===== src/rtl/cond_logic.sv =====
// Condition-check unit: evaluates the instruction condition field against the
// registered NZCV flags and gates the flag, register, memory and branch writes.
module cond_logic #(
   parameter logic [3:0] FLAG_RESET = 4'b0000
) (
   input  logic       clk,
   input  logic       rst_n,
   input  logic [3:0] Cond,
   input  logic [3:0] ALUFlags,
   input  logic [1:0] FlagW,
   input  logic       PCS,
   input  logic       RegW,
   input  logic       MemW,
   input  logic       BranchX,
   input  logic       NoWrite,
   output logic       PCSrc,
   output logic       RegWrite,
   output logic       MemWrite,
   output logic       BranchXTaken,
   output logic       CondEx,
   output logic [3:0] Flags
);

   logic [3:0] flags_q;
   logic [3:0] flags_d;
   logic       n_flag;
   logic       z_flag;
   logic       c_flag;
   logic       v_flag;
   logic       cond_ex;

   assign n_flag = flags_q[3];
   assign z_flag = flags_q[2];
   assign c_flag = flags_q[1];
   assign v_flag = flags_q[0];

   // Evaluated only from the registered flags, so a write this cycle cannot affect it.
   always_comb begin
      cond_ex = 1'b0;
      unique case (Cond)
         4'b0000: cond_ex = z_flag;
         4'b0001: cond_ex = ~z_flag;
         4'b0010: cond_ex = c_flag;
         4'b0011: cond_ex = ~c_flag;
         4'b0100: cond_ex = n_flag;
         4'b0101: cond_ex = ~n_flag;
         4'b0110: cond_ex = v_flag;
         4'b0111: cond_ex = ~v_flag;
         4'b1000: cond_ex = c_flag & ~z_flag;
         4'b1001: cond_ex = ~c_flag | z_flag;
         4'b1010: cond_ex = (n_flag == v_flag);
         4'b1011: cond_ex = (n_flag != v_flag);
         4'b1100: cond_ex = ~z_flag & (n_flag == v_flag);
         4'b1101: cond_ex = z_flag | (n_flag != v_flag);
         4'b1110: cond_ex = 1'b1;
         default: cond_ex = 1'b0;
      endcase
   end

   // N/Z and C/V are written as independent halves.
   always_comb begin
      flags_d = flags_q;
      if (FlagW[1] && cond_ex) begin
         flags_d[3:2] = ALUFlags[3:2];
      end
      if (FlagW[0] && cond_ex) begin
         flags_d[1:0] = ALUFlags[1:0];
      end
   end

   always_ff @(posedge clk) begin
      if (!rst_n) begin
         flags_q <= FLAG_RESET;
      end else begin
         flags_q <= flags_d;
      end
   end

   assign CondEx       = cond_ex;
   assign PCSrc        = PCS & cond_ex;
   assign RegWrite     = RegW & cond_ex & ~NoWrite;
   assign MemWrite     = MemW & cond_ex;
   assign BranchXTaken = BranchX & cond_ex;
   assign Flags        = flags_q;

endmodule


===== config.mk =====
export PLATFORM = sky130hd
export DESIGN_NAME = cond_logic
export DESIGN_NICKNAME = d
export VERILOG_FILES = /design/src/rtl/cond_logic.sv
export SDC_FILE = /design/constraint.sdc
export NUM_CORES = 1
export LEC_CHECK = 0
export CAP_MARGIN = 20
export CELL_PAD_IN_SITES_DETAIL_PLACEMENT = 0
export CELL_PAD_IN_SITES_GLOBAL_PLACEMENT = 1
export CORE_UTILIZATION = 27
export CTS_BUF_LIST = sky130_fd_sc_hd__clkbuf_16
export DETAILED_ROUTE_END_ITERATION = 16
export PLACE_DENSITY = 0.88
export SLEW_MARGIN = 5
export SYNTH_ARGS = -nofsm -noshare
export SYNTH_HDL_FRONTEND = slang
export SYNTH_SLANG_ARGS = --single-unit

===== constraint.sdc =====
create_clock -name clk -period 3.6 [get_ports clk]
set_input_delay 0.72 -clock clk [delete_from_list [all_inputs] [get_ports clk]]
set_output_delay 0.72 -clock clk [all_outputs]
set_load 0.01 [all_outputs]

==> reports/qor.csv <==
metric,value,unit
vdd_drop_max,0.0002865,V
async_reset_ff_frac,0,
max_freq,0.2926,GHz
rsz0062_at_grt,no,
dp_slack,-0.09190,ns
cp-start-kind,input port,
power,0.3169,mW
synth_cell_types,26,
gp_routability_congestion,0.7718,
yosysSeqAreaShare,0.1808,
cpMaxStageDelayCell,clkdlybuf4s50_1,
worst_slack,0.1827,ns
power_density,373.0,mW/mm^2
clk_latency,0.22,ns
synth_cells,51,
design_area,849.6,um^2
dieArea,0.001806,mm^2
hold_violations,0,
syn-num-nets,68,
core-area,0.001524,mm^2
cp_cell_sequence,clkdlybuf4s50_1 -> mux2_1 -> or4_1 -> o311a_2 -> and3_4 -> nor3b_2 -> dlygate4sd2_1,
crit_end,RegWrite,
clockBufferDepth,2,
fin_cells,103,
multi_input_area,336.6,um^2
grt_overflow,0,
grt_usage,0.1537,
hold_slack,0.5255,ns
tns,0,ns
end_kind,output pin,
ys_top_cells_by_area,"dfxtp_1 (18%), mux2i_1 (11%), a31oi_4 (9.6%)",
crit_required,2.88,ns
path_class,input port to output pin,
intPower,0.2451,mW
wl_per_cell,11.51,um
finalWirelength,1186,um
p_leak,0.3713,nW
comb_power_share,0.287,
r2r_end,Flags[0],
worst-path-buf-inv,2,
synth-edff-count,0,
synth.ff_latch_count,4,
cts_root_buf,clkbuf_16,
grt_max_degree,9,
largest_register_ffs,4,
dp.cells,100,
place_area,777.0,um^2
fp.dieW,42.50,um
crit_family,simple AND/OR/NAND/NOR gates,
yosysWarnings,0,
power_switching,0.07179,mW
clkTransAtPathRegs,0.03,ns
pwr-share-clk,0.544,
area_growth,91.81,%
rr_startpoint,Flags[0],
port_buffers,25,
die_h,42.50,um
avgSynthCellArea,8.685,um^2
critical-path-max-stage-delay,0.48,ns
num-fill-cells,148,
drt-initial-drc-count,7,
postCtsHoldBufs,0,
period_share,0.9492,
cap_viol_max_count,0,
final_cell_mix,"clkdlybuf4s50_1 (20), buf_4 (9), nand2_1 (8)",
seqPwrFrac,0.169,
yosys.area.top_type_share,0.1808,
htreeDepth,1,
num_vias,511,
setup_viol,0,
rows,14,
final-max-slew-violation-count,0,
antenna_found_initial,0,
floorplan.initialDensity,0.2906,
numCtsBuffers,3,
cp.depth,7,
crit_arrival,2.70,ns
layout-drive-gt1-share,0.2299,
postLayoutCoreUtil,0.5575,
status,"complete, no violations",
worst_slew_pin_slew,0.2617,ns
skew,0.0006074,ns
post_drt_via_cell_ratio,4.961,
hold_class,flop to flop,
drt_drc_violations_left,0,
relSlewSlack,0.8253,
grt_pass1_vias,493,
final_common_cell,clkdlybuf4s50_1,
seqCellArea,80.08,um^2
synthFlopType,dfxtp_1,
r2r_setup_slack,1.75,ns
synth.largest_area_cell,dfxtp_1,
drt_first_pass_iters,3,
grt_pass1_wl,2028,um
crit_fanout,5,
ios,26,
ant_nets,0,
cts_sinks,4,
diodes,0,
synth_area,442.9,um^2
startpoint,Cond[1],
period_minus_slack,3.417,ns
r2r_cells,6,
dp.final_hpwl,965.2,um
nNetsFinal,106,
p_sw_frac,0.2266,
tritoncts,yes,
[layer usage]
metal	track usage	share of wire	wire, um
met1	0.1688	0.43	511
met2	0.2369	0.48	575
met3	0.06466	0.056	67
met4	0.1063	0.027	32
met5	0	0	0
[kinds of logic after synthesis]
family                    after synthesis  share of synthesized area
AOI/OAI and AO/OA                       9                     0.2288
and+or+nand+nor                        23                     0.3220
DFF                                     4                     0.1808
muxes                                   7                     0.1893
xor gates and xnor gates                1                    0.01978
buffers and inverters                   7                    0.05931
[worst min-delay path by stage]
stage                to  startpoint  cells after the start
3_5_place_dp   Flags[1]    Flags[1]                      2
2_1_floorplan  Flags[1]    Flags[1]                      2
3_3_place_gp   Flags[1]    Flags[1]                      2
6_report       Flags[1]    Flags[1]                      2
4_1_cts        Flags[1]    Flags[1]                      2
5_1_grt        Flags[1]    Flags[1]                      2
[what timing repair did]
item,in CTS,in global routing
resized for setup,4,1
buffers inserted,0,0
setup endpoints to repair,4,1
[power groups by stage]
| stage | Clock [mW] | Combinational, mW | Sequential (mW) |
|---|---|---|---|
| after CTS | 0.176 | 0.0924 | 0.0533 |
| after floorplan | 0 | 0.0432 | 0.0537 |
| after global routing | 0.179 | 0.0979 | 0.0541 |
| after global placement | 0 | 0.0939 | 0.0539 |
| after detailed placement | 0 | 0.0950 | 0.0538 |
| final | 0.172 | 0.0910 | 0.0534 |
[final cells by class]
class / instances / area share
sequential: 4 / 0.09426
multi-input combinational: 40 / 0.3962
inverter: 6 / 0.02651
tap: 16 / 0.02356
clock buffer: 3 / 0.08837
timing repair buffer: 34 / 0.3711
[worst register-to-register path, cell delays in order, from the launching register on]
cell and delay [ns]:
dfxtp_1 0.37, mux2_1 0.31, or4_1 0.40, o311a_2 0.14, buf_4 0.16, a31oi_4 0.20
mux2i_1 0.20
[cells in the mapped netlist, types with 2 or more instances]
library cell,number
a31oi_4,2
and3_1,2
dfxtp_1,4
inv_1,5
mux2i_1,5
nand2_1,8
nor2b_1,5
or4_1,2
Note: power is estimated with default switching activity, not from simulation.
